**src/rtl/mips_prefetch_queue.sv**
```systemverilog
// Instruction prefetch queue for the mips32 fetch stage: issues word reads, buffers
// returned words in a small FIFO and presents {ir, npc} to decode with valid/ready.
module mips_prefetch_queue #(
  parameter int unsigned    DEPTH    = 4,
  parameter int unsigned    AW       = 10,
  parameter logic [AW-1:0]  RESET_PC = '0,
  parameter logic [5:0]     HLT_OP   = 6'b111111
) (
  input  logic                     clk1,
  input  logic                     rst_n,
  output logic                     imem_req,
  output logic [AW-1:0]            imem_addr,
  input  logic [31:0]              imem_rdata,
  input  logic                     imem_rvalid,
  input  logic                     redir_valid,
  input  logic [AW-1:0]            redir_pc,
  output logic [31:0]              ir_out,
  output logic [AW-1:0]            npc_out,
  output logic                     valid_out,
  input  logic                     ready_in,
  output logic                     halt_seen,
  output logic [$clog2(DEPTH):0]   count_out
);

  localparam int unsigned PW = $clog2(DEPTH);
  localparam int unsigned CW = PW + 1;

  typedef enum logic {S_RUN, S_HALTED} state_t;

  state_t          state_q, state_d;
  logic [AW-1:0]   pc_q, pc_d;
  logic [AW-1:0]   req_addr_q, req_addr_d;
  logic            inflight_q, inflight_d;
  logic [PW-1:0]   head_q, head_d;
  logic [PW-1:0]   tail_q, tail_d;
  logic [CW-1:0]   count_q, count_d;
  logic [31:0]     ir_mem_q [DEPTH];
  logic [31:0]     ir_mem_d [DEPTH];
  logic [AW-1:0]   npc_mem_q [DEPTH];
  logic [AW-1:0]   npc_mem_d [DEPTH];

  logic            resp_live;
  logic            hlt_arriving;
  logic            push;
  logic            pop;
  logic [CW:0]     occupancy;

  always_comb begin
    // A response only counts if its request was issued last cycle and not killed since.
    resp_live    = imem_rvalid && inflight_q;
    hlt_arriving = resp_live && (imem_rdata[31:26] == HLT_OP);
    push         = resp_live && !redir_valid;
    valid_out    = (count_q != '0);
    pop          = valid_out && ready_in;
    occupancy    = {1'b0, count_q} + (CW + 1)'(inflight_q);
    // The word behind an arriving HLT is never requested.
    imem_req     = (state_q == S_RUN) && !redir_valid && !hlt_arriving &&
                   (occupancy < (CW + 1)'(DEPTH));
    imem_addr    = pc_q;
    ir_out       = ir_mem_q[head_q];
    npc_out      = npc_mem_q[head_q];
    halt_seen    = (state_q == S_HALTED);
    count_out    = count_q;

    state_d    = state_q;
    pc_d       = pc_q;
    req_addr_d = req_addr_q;
    inflight_d = 1'b0;
    head_d     = head_q;
    tail_d     = tail_q;
    count_d    = count_q;
    ir_mem_d   = ir_mem_q;
    npc_mem_d  = npc_mem_q;

    if (redir_valid) begin
      state_d = S_RUN;
      pc_d    = redir_pc;
      head_d  = '0;
      tail_d  = '0;
      count_d = '0;
    end else begin
      if (imem_req) begin
        pc_d       = pc_q + AW'(1);
        req_addr_d = pc_q;
        inflight_d = 1'b1;
      end
      if (push) begin
        ir_mem_d[tail_q]  = imem_rdata;
        npc_mem_d[tail_q] = req_addr_q + AW'(1);
        tail_d            = tail_q + PW'(1);
      end
      if (pop) begin
        head_d = head_q + PW'(1);
      end
      count_d = count_q + CW'(push) - CW'(pop);
      if (hlt_arriving) begin
        state_d = S_HALTED;
      end
    end
  end

  always_ff @(posedge clk1) begin
    if (!rst_n) begin
      state_q    <= S_RUN;
      pc_q       <= RESET_PC;
      req_addr_q <= RESET_PC;
      inflight_q <= 1'b0;
      head_q     <= '0;
      tail_q     <= '0;
      count_q    <= '0;
      for (int i = 0; i < DEPTH; i++) begin
        ir_mem_q[i]  <= '0;
        npc_mem_q[i] <= '0;
      end
    end else begin
      state_q    <= state_d;
      pc_q       <= pc_d;
      req_addr_q <= req_addr_d;
      inflight_q <= inflight_d;
      head_q     <= head_d;
      tail_q     <= tail_d;
      count_q    <= count_d;
      ir_mem_q   <= ir_mem_d;
      npc_mem_q  <= npc_mem_d;
    end
  end

endmodule

```
**config.mk**
```make
export PLATFORM = sky130hd
export DESIGN_NAME = mips_prefetch_queue
export DESIGN_NICKNAME = d
export VERILOG_FILES = /design/src/rtl/mips_prefetch_queue.sv
export SDC_FILE = /design/constraint.sdc
export NUM_CORES = 1
export LEC_CHECK = 0
export BUFFER_PORTS_ARGS = -buffer_cell sky130_fd_sc_hd__buf_2
export CAP_MARGIN = 20
export CORE_ASPECT_RATIO = 2
export CORE_MARGIN = 2
export CORE_UTILIZATION = 55
export CTS_CLUSTER_DIAMETER = 200
export DETAILED_ROUTE_END_ITERATION = 7
export PLACE_DENSITY = 0.76
export SYNTH_ARGS = -nofsm -noshare
export SYNTH_HDL_FRONTEND = slang
export SYNTH_SLANG_ARGS = --single-unit
```
**constraint.sdc**
```tcl
create_clock -name clk1 -period 2.5 [get_ports clk1]
set_clock_uncertainty 0.2 [all_clocks]
set_input_delay 0.25 -clock clk1 [delete_from_list [all_inputs] [get_ports clk1]]
set_output_delay 0.25 -clock clk1 [all_outputs]
set_load 0.005 [all_outputs]
```
# Word level (Yosys, flattened, before mapping)
# Index checks and enable logic that the tools add are counted.
# totals
register_bits,197
latchBits,0
ram_bits,0
romBits,0
out_inout_bits,58
wordCells,62
memories,0
# classes
n_addsub,7
multipliers,0
div,0
n_lt_le_gt_ge,4
n_eq_ne,1
shift,0
muxes,15
bitwise,5
reduce_logical,15
# ops
operator,count
bitwise mux 128 bit,1
two-way mux 32 bit,3
binary-select mux 32 bit (select 2 bit),1
demux 32 bit (select 2 bit),1
two-way mux 10 bit,5
bitwise mux 40 bit,1
adder 10 x 1 -> 10 bit (second input constant),2
binary-select mux 10 bit (select 2 bit),1
demux 10 bit (select 2 bit),1
logical AND 1 bit,8
== test 6 bit (second input constant),1
>= comparator 3 bit (second input constant),2
inverter 2 -> 3 bit,2
adder 2 x 1 -> 2 bit (second input constant),2
adder 3 x 1 -> 4 bit,1
less-than comparator 4 x 3 -> 1 bit (second input constant),1
AND reduction 2 bit,2
adder 3 x 1 -> 3 bit,1
less-than comparator 3 x 1 -> 1 bit (second input constant),1
inverter 1 bit,3
nonzero test 3 bit,1
subtractor 3 x 1 -> 3 bit,1
logical NOT 1 bit,2
nonzero test 2 bit,1
other kinds (2),2

# Longest topological paths before layout
# depth
depth_word,7
ltp_mapped,11
ltp_nobuf,9

# Worst setup path before layout
# OpenSTA, ideal clock, no wires.
# synth_timing
path_kind,input-to-reg
start,in redir_valid
end,reg count_q[2] (netlist: count_out[2])
t_arrival_ns,1.799
slack_ns,0.381
cell_stages,11
n_path_buf,2
path_cell_list,buf_2 -> and3b_1 -> buf_2 -> inv_1 -> ha_1 -> inv_1 -> ha_1 -> inv_1 -> fa_1 -> xnor2_1 -> nor2_1
# synth_via
elab_chain_cells,4
elab_cells_between_ends,5
# synth_lines
element,line_no,rtl
from (decl),15,"input logic redir_valid,"
logical NOT 1 bit,52,push = resp_live && !redir_valid;
logical AND 1 bit,52,
adder 3 x 1 -> 3 bit,95,count_d = count_q + CW'(push) - CW'(pop);
subtractor 3 x 1 -> 3 bit,95,
to (signal assigned),122,count_q <= count_d;
to (decl),36,"logic [CW-1:0] count_q, count_d;"
# Several ways; a longest one is shown, not always the timed one.
# A chain may end at the register's enable or synchronous reset.

# Final worst setup path
# layout_timing
start,reg count_q[1] (netlist: count_out[1])
end,out imem_req
# layout_via
elab_chain_cells,3
# layout_lines
element,line_no,rtl
adder 3 x 1 -> 4 bit,55,"occupancy = {1'b0, count_q} + (CW + 1)'(inflight_q);"
less-than comparator 4 x 3 -> 1 bit,58,(occupancy < (CW + 1)'(DEPTH));
logical AND 1 bit,57,imem_req = (state_q == S_RUN) && !redir_valid && !hlt_arriving &&
to (decl),11,"output logic imem_req,"
# No other way between the ends.

==> results.json <==
{
  "outcome": "completed",
  "clkLatencyLatePin_ps": 430,
  "vias_per_cell": 5.83,
  "die_h_um": 179,
  "slew_headroom_pct": 67.5,
  "antenna_cells": 0,
  "cap_violations": 0,
  "dp_hpwl_um": 13500,
  "end_kind": "output port",
  "dr.pass1.iters": 5,
  "setup_viol": 0,
  "yosysUniqueCellTypes": 42,
  "dieArea_um2": 16400,
  "synth.net_count": 1019,
  "core_area_um2": 15100,
  "post_drt_wl_per_cell_um": 17.1,
  "critPathMaxStageDelay_ps": 390,
  "worst_setup_path_start_kind": "flip-flop",
  "drc": 0,
  "hold_violations": 0,
  "worst_pin_slew_ps": 487,
  "antenna_found_initial": 0,
  "drt.antenna.violating_nets": 0,
  "dr.first_iter.drc_count": 474,
  "drt_wl_total_um": 22000,
  "start_util_pct": 55.7,
  "synthCells": 962,
  "clk_pin_slew_ps": 70,
  "power_density_nw_per_um2": 625,
  "final_cell_mix": "nand2_1, dfxtp_1, a21oi_1",
  "synth_warnings": 0,
  "path_max_fanout": 13,
  "floorplan.io_pins": 105,
  "port_buffers": 104,
  "vdd_drop_max_mv": 0.460,
  "clockBufferDepth": 2,
  "rsz0062_at_grt": "false",
  "critPathSlowestCell": "or3_1",
  "dp_cells": 1208,
  "worst_ep_required_time_ps": 2050,
  "finalWorstPathRequiredPeriod_ps": 2420,
  "synthFlopType": "dfxtp_1",
  "nets": 1130,
  "grt_pass1_wl_um": 35200,
  "cts_tree": "built",
  "fillCellCount": 1222,
  "gp_routability_congestion": 0.877,
  "grt_max_degree": 79,
  "slew_viol_final": 0,
  "cts_made_buffers": 17,
  "grt_overflow_total": 0,
  "final_cells": 1283,
  "root_buffer": "clkbuf_16",
  "yosysSeqAreaShare_pct": 46.8,
  "num_vias": 7484,
  "synth_area_um2": 8420,
  "critPathKind": "reg -> out",
  "ys_ff_latch": 197,
  "cts_sinks": 197,
  "fmax_mhz": 413,
  "syn2layout_area_growth_pct": 20.6,
  "grtUsageTotal_pct": 26.8,
  "leakage_nw": 3.65,
  "avgSynthCellArea_um2": 8.76,
  "synthArstFlopShare_pct": 0,
  "finalPower_mw": 6.34,
  "drive_above_1_share_pct": 19.8,
  "fin_util_pct": 67.1,
  "die_w_um": 91.5,
  "synth-edff-count": 0,
  "period_share_pct": 96.7,
  "final_common_cell": "nand2_1",
  "htreeDepth": 4,
  "setup_tns_ps": 0,
  "min_path_type": "in -> reg",
  "path_cells": "ha_2 > or3_1 > o211a_4 > nor3_1 > buf_2",
  "placementRows": 64,
  "crit_arrival_ps": 1970,
  "grt_pass1_vias": 7248
}
area by class of cell:
class / count / area (um2) / area share (%)
clock buffers: 17 / 425 / 4.19
flip-flops and latches: 197 / 3950 / 38.9
multi-input cells: 673 / 4090 / 40.3
well taps: 198 / 248 / 2.44
inverters: 14 / 55.1 / 0.542
repair buffers: 170 / 1220 / 12.0
clock inverters: 14 / 168 / 1.65
power breakdown:
group	leakage [nW]	internal [mW]	total (mW)	switching [mW]
Clock	0.290	1.51	2.77	1.26
Combinational	1.77	0.164	0.359	0.195
Sequential	1.59	3.17	3.21	0.0423
Total	3.65	4.84	6.34	1.50
timing repair:
| item | CTS | global route |
|---|---|---|
| resized for setup | 2 | 3 |
| hold endpoints to repair | 139 | 0 |
| hold buffers | 43 | 0 |
| setup endpoints to repair | 1 | 2 |
| gates cloned | 1 | 0 |
| setup buffers | 0 | 0 |
| pin swaps | 0 | 0 |
flip-flops by register name, summed over array words and instances (netlist names):
register    count
req_addr_q     10
head_q          2
imem_addr      10
ir_mem_q      128
count_out       3
inflight_q      1
npc_mem_q      40
tail_q          2
halt_seen       1
kinds of logic after synthesis:
family,count (synthesis),share of synthesized area [%]
adders and majority gates,10,1.57
DFF,197,46.8
and+or+nand+nor,372,18.4
muxes,42,11.2
xor gates and xnor gates,12,1.25
buffers and inverters,93,4.99
AOI/OAI and AO/OA,236,15.8
through the flow:
stage	hold slack (ps)	instance area (um2)	setup slack (ps)
floorplan	186	8420	381
global placement	238	9110	331
detailed placement	245	9110	241
CTS	42.0	10100	31.1
global route	66.5	10200	4.40
finish	64.0	10200	81.5
layer usage:
metal | wire length [um] | part of all wire (%) | GRT usage, % | vias up
met5 | 0 | 0 | 0 | -
met4 | 717 | 3.3 | 11.6 | 0
met3 | 1280 | 5.8 | 4.37 | 55
met2 | 11200 | 51 | 46.0 | 301
met1 | 8790 | 40 | 33.1 | 3574
li1 | - | - | - | 3554
final timing paths:
kind                 startpoint             to  slack, ps  depth (start not counted)
setup / recovery   count_out[1]       imem_req         80                          5
hold / removal            rst_n   imem_addr[3]         60                          2
setup reg to reg     inflight_q   count_out[2]        310                          9
hold reg to reg   ir_mem_q[117]  ir_mem_q[117]        250                          2
critical path: cells and delay by family (launching register included):
family | cells | cell delay (ps)
AOI/OAI and AO/OA | 1 | 230
adders and majority gates | 1 | 230
buffers and inverters | 1 | 140
DFF | 1 | 370
and+or+nand+nor | 2 | 570
Yosys cell counts (2+ instances only):
cell type,number,area share [%]
or4_1,4,0.36
clkbuf_1,38,1.7
o31a_1,3,0.31
inv_1,13,0.58
o31ai_1,12,1.1
nand2b_1,4,0.30
xnor2_1,9,0.94
o311a_1,2,0.24
xor2_1,3,0.31
dfxtp_1,197,47
o21ai_0,21,1.2
nor2_1,27,1.2
or3_1,6,0.45
nand2_1,284,13
and3_1,2,0.15
a311o_1,3,0.36
a21oi_1,163,9.7
mux4_2,42,11
nand4_1,17,1.3
nor4_1,4,0.30
buf_2,33,2.0
o211ai_1,2,0.18
a211oi_1,16,1.4
nand3_1,9,0.53
a31oi_1,7,0.52
buf_4,8,0.71
nor3_1,6,0.36
ha_1,9,1.3
and2_1,5,0.37
No activity file was read; power rests on OpenSTA's default activity.
